`config.mk`:
```
export PLATFORM = sky130hd
export DESIGN_NAME = sat_accumulator
export DESIGN_NICKNAME = d
export VERILOG_FILES = /design/src/rtl/sat_accumulator.sv
export SDC_FILE = /design/constraint.sdc
export NUM_CORES = 1
export LEC_CHECK = 0
export ABC_AREA = 1
export CAP_MARGIN = 20
export CORE_UTILIZATION = 53
export DETAILED_ROUTE_END_ITERATION = 12
export PLACE_DENSITY = 0.92
export SYNTH_ARGS = -nofsm -noshare
export SYNTH_HDL_FRONTEND = slang
export SYNTH_SLANG_ARGS = --single-unit
```
`constraint.sdc`:
```
create_clock -name clk -period 3.41 [get_ports clk]
set_input_delay 0.682 -clock clk [delete_from_list [all_inputs] [get_ports clk]]
set_output_delay 0.682 -clock clk [all_outputs]
set_load 0.05 [all_outputs]
```
`src/rtl/sat_accumulator.sv`:
```
// rtl/sat_accumulator.sv - saturating burst accumulator with valid/ready handshake
module sat_accumulator #(
  parameter int DATA_W    = 4,
  parameter int ACC_W     = 8,
  parameter int BURST_LEN = 4,
  parameter int SIGNED    = 0
) (
  input  logic              clk,
  input  logic              rst,
  input  logic              clear,
  input  logic              in_valid,
  output logic              in_ready,
  input  logic [DATA_W-1:0] in_data,
  output logic              out_valid,
  input  logic              out_ready,
  output logic [ACC_W-1:0]  out_data,
  output logic              out_sat,
  output logic              busy
);

  localparam int CNT_W = $clog2(BURST_LEN + 1);

  typedef enum logic [1:0] {
    IDLE  = 2'b00,
    ACCUM = 2'b01,
    DONE  = 2'b10
  } state_t;

  // State is held as a raw 2-bit vector so the illegal code 2'b11 stays
  // representable and is explicitly steered back to IDLE.
  logic [1:0]       state_q, state_d;
  logic [ACC_W-1:0] acc_q, acc_d;
  logic [CNT_W-1:0] cnt_q, cnt_d;
  logic             sat_q, sat_d;

  logic             accept;
  logic [ACC_W:0]   ext_data;
  logic [ACC_W:0]   acc_ext;
  logic [ACC_W:0]   sum;
  logic             add_sat;
  logic [ACC_W-1:0] add_res;
  logic [ACC_W-1:0] sat_val;

  // Handshake and status outputs decoded directly from the state register.
  always_comb begin
    in_ready  = (state_q != DONE) & ~clear;
    out_valid = (state_q == DONE);
    out_data  = acc_q;
    out_sat   = sat_q;
    busy      = (state_q != IDLE);
    accept    = in_valid & in_ready;
  end

  // Extend both addends one bit past the accumulator, add, then clamp on overflow.
  always_comb begin
    ext_data             = {(ACC_W + 1){(SIGNED != 0) & in_data[DATA_W-1]}};
    ext_data[DATA_W-1:0] = in_data;
    acc_ext              = {(SIGNED != 0) & acc_q[ACC_W-1], acc_q};
    sum                  = acc_ext + ext_data;
    if (SIGNED != 0) begin
      add_sat          = sum[ACC_W] ^ sum[ACC_W-1];
      sat_val          = {ACC_W{~sum[ACC_W]}};
      sat_val[ACC_W-1] = sum[ACC_W];
    end else begin
      add_sat = sum[ACC_W];
      sat_val = {ACC_W{1'b1}};
    end
    add_res = add_sat ? sat_val : sum[ACC_W-1:0];
  end

  // Next-state and datapath update; clear overrides any handshake.
  always_comb begin
    state_d = state_q;
    acc_d   = acc_q;
    cnt_d   = cnt_q;
    sat_d   = sat_q;
    if (clear) begin
      state_d = IDLE;
      acc_d   = '0;
      cnt_d   = '0;
      sat_d   = 1'b0;
    end else begin
      case (state_q)
        IDLE: begin
          if (accept) begin
            acc_d   = ext_data[ACC_W-1:0];
            cnt_d   = CNT_W'(1);
            sat_d   = 1'b0;
            state_d = (BURST_LEN == 1) ? DONE : ACCUM;
          end
        end
        ACCUM: begin
          if (accept) begin
            acc_d = add_res;
            cnt_d = cnt_q + CNT_W'(1);
            sat_d = sat_q | add_sat;
            if (cnt_q == CNT_W'(BURST_LEN - 1)) begin
              state_d = DONE;
            end
          end
        end
        DONE: begin
          if (out_ready) begin
            state_d = IDLE;
            acc_d   = '0;
            cnt_d   = '0;
            sat_d   = 1'b0;
          end
        end
        default: begin
          state_d = IDLE;
          acc_d   = '0;
          cnt_d   = '0;
          sat_d   = 1'b0;
        end
      endcase
    end
  end

  // State and datapath registers with asynchronous reset.
  always_ff @(posedge clk or posedge rst) begin
    if (rst) begin
      state_q <= IDLE;
      acc_q   <= '0;
      cnt_q   <= '0;
      sat_q   <= 1'b0;
    end else begin
      state_q <= state_d;
      acc_q   <= acc_d;
      cnt_q   <= cnt_d;
      sat_q   <= sat_d;
    end
  end

endmodule

```
==> impl_results.md <==
- Hold Violations, Final: 0
- Setup ws final: 0.662 ns
- Postcts setup bufs: 0
- Synth cell types: 21
- Flop2flop setup slack: 1.59 ns
- Die W: 45.0 um
- CTS Buf Count: 3
- Share of post-route cells with drive strength above 1: 9.20%
- Status: finished clean
- Reg2reg end: out_data[3]$_DFFE_PP0P_
- DRC viols: 0
- Die Y: 45.0 um
- H-tree levels: 1
- Die ar.: 2020 um^2
- CP max stage delay: 0.81 ns
- Worst Path Max Fanout: 4
- Port Buffers: 20
- Post-Route WL: 2150 um
- Hold Path Cell Cnt: 2
- Final TNS setup: 0 ns
- Worst Hold Launch: out_data[2]$_DFFE_PP0P_
- Hold Slack: 0.516 ns
- Total power: 0.376 mW
- CTS clock-pin slew for the worst setup and hold paths: 0.08 ns
- Largest net degree at the start of global routing: 15
- Synth Register Bits: 14
- I/O Pins: 21
- Syn Inst Count: 140
- Post-cts resize count: 0
- Slowest CP cell: clkdlybuf4s50_1
- Setup crit start kind: input pin
- Pre-CTS WS: 0.661 ns
- F_max: 364 MHz
- Vias: 981
- Final period util: 80.6%
- Worst Setup End Kind: output pin
- Clk_lat worst skew: 0.27 ns
- Syn-to-layout area delta: 26.0%
- Cell area after synthesis: 978 um^2
- Reported max-cap violation count: 0
- First drt pass iteration count: 4
- Initial Utilization: 56.7%
- Yosys warnings: 0
- Number of global-route vias before repair: 871
- RSZ-0062 raised after global routing: false
- Crit-path cells: clkdlybuf4s50_1 > nor2_1 > clkdlybuf4s50_1
- Hold Buf Count CTS: 0
- Initial DRC Count: 33
- Final ANT Viol Nets: 0
- PwrDens: 305 nW/um^2
- Fin. max-slew vios: 0
- DP HPWL: 1660 um
- Tmin final: 2.75 ns
- CTS tree: done
- Crit Path Category: input pin to output pin
- Worst hold path endpoint: out_data[2]$_DFFE_PP0P_
- Leak Pwr: 0.656 nW
- Least-Margin Pin Slew: 0.526 ns
- Syn_nets: 156
- Initial antenna violation count: 0
- Diode count: 0
- Critical R2R Launch: out_data[0]$_DFFE_PP0P_
- Worst Hold Class: register to register
- Row cnt: 15
- Clock Path Buffers: 2
- VDD IR-drop max: 0.271 mV
- Cell count of the worst reg-to-reg path: 10
- Root buf cell: clkbuf_4
- CP top delay family: buffers and inverters
- WP buf/inv: 2
- Relative slew slack: 64.9%
- CP dominant cell by count: clkdlybuf4s50_1
- Sink Count: 14
- Core area: 1730 um^2
- Fin Clk Skew: 0.00970 ns
- DR vias/cell: 5.22
- Sequential fraction of the synthesis area: 35.8%
- Global-route wire length before repair: 3600 um
- Final setup violation count: 0
- Grt total ovfl: 0
- Drt wl/cell: 11.4 um
- GR Util All Layers: 24.1%
- Placer congestion estimate: 0.835
- Fin nets: 181
- Arr. time, crit path: 2.07 ns
- Synthesized area per cell: 6.99 um^2
- CP required: 2.73 ns
==> routing by layer <==
| layer | GRT usage (%) | share of wire, % | vias up |
|---|---|---|---|
| li1 | - | - | 490 |
| met1 | 31.5 | 43 | 453 |
| met3 | 4.00 | 6.1 | 2 |
| met4 | 7.27 | 0.74 | 0 |
| met5 | 0 | 0 | - |
| met2 | 40.9 | 50 | 36 |
==> synth_stat cells <==
cell / instances / share of area [%]
a21oi_1: 5 / 2.6
a22o_1: 1 / 0.90
dfrtp_1: 14 / 36
fa_1: 1 / 2.0
ha_1: 6 / 7.7
inv_1: 18 / 6.9
inv_2: 5 / 1.9
nand2_1: 50 / 19
nand2_2: 2 / 1.3
nand2_4: 1 / 1.2
nand3_1: 14 / 7.2
nand3_2: 1 / 1.0
nand4_1: 1 / 0.64
nor2_1: 10 / 3.8
nor2_4: 1 / 1.2
nor3_2: 1 / 1.0
o21ai_1: 5 / 2.6
o21ai_2: 1 / 0.90
o21bai_1: 1 / 0.77
o22ai_1: 1 / 0.64
o41ai_1: 1 / 0.90
==> flip-flops by register name, summed over array words and instances (netlist names) <==
signal / cells
out_data: 8
state_q: 2
out_sat: 1
cnt_q: 3
==> how the worst max path moves through the flow <==
stage,end,start,depth (start not counted),slack (ns)
2_1_floorplan,in_ready,state_q[1]$_DFFE_PP0P_,3,1.02
3_3_place_gp,in_ready,clear,3,0.68
3_5_place_dp,in_ready,clear,3,0.66
4_1_cts,in_ready,clear,3,0.66
5_1_grt,in_ready,clear,3,0.62
6_report,in_ready,clear,3,0.66
==> layout make-up <==
cell class	instances	area, um^2
flip-flops and latches	14	350
repair buffers	20	200
clock buffers	3	22.5
inverters	23	86.3
multi-input cells	103	542
fillers	150	494
well taps	25	31.3
==> worst reg2reg max path, cell delays in order (launching register included) <==
cell,delay (ns)
dfrtp_1,0.40
ha_1,0.24
fa_1,0.42
nand3_1,0.10
nand2_1,0.10
nand2_2,0.16
nand3_1,0.09
nand2_1,0.07
nand2_1,0.04
nand2_1,0.05
nand2_1,0.05
==> layout by cell type (no fill, tap or decap), types with 2 or more instances in the layout <==
cell type and n:
o21ai_1 5, inv_1 18, nand3_1 14, inv_2 5
dfrtp_1 14, clkbuf_4 3, nand2_2 2, nand2_1 50
ha_1 6, clkdlybuf4s50_1 20, a21oi_1 5, nor2_1 10
==> stage by stage <==
step / cells / utilization (%) / area [um^2]
after global placement: 185 / 70.1 / 1210
after detailed placement: 185 / 70.1 / 1210
final: 188 / 71.4 / 1230
after CTS: 188 / 71.4 / 1230
after global routing: 188 / 71.4 / 1230
after floorplan: 140 / - / 978
==> kinds of logic (layout without fill, tap and decap cells) <==
family	count (synthesis)	in the layout	synth area share [%]
adders and majority gates	7	7	9.72
DFF	14	14	35.8
buffers and inverters	23	46	8.82
and+or+nand+nor	81	81	36.4
AOI/OAI and AO/OA	15	15	9.21
==> report_power, final <==
part           leakage (nW)  switching [mW]  internal (mW)
Clock                0.0138          0.0508         0.0408
Sequential            0.190         0.00704          0.172
Combinational         0.452          0.0664         0.0390
Total                 0.656           0.124          0.252
Note: power is estimated with default switching activity, not from simulation.
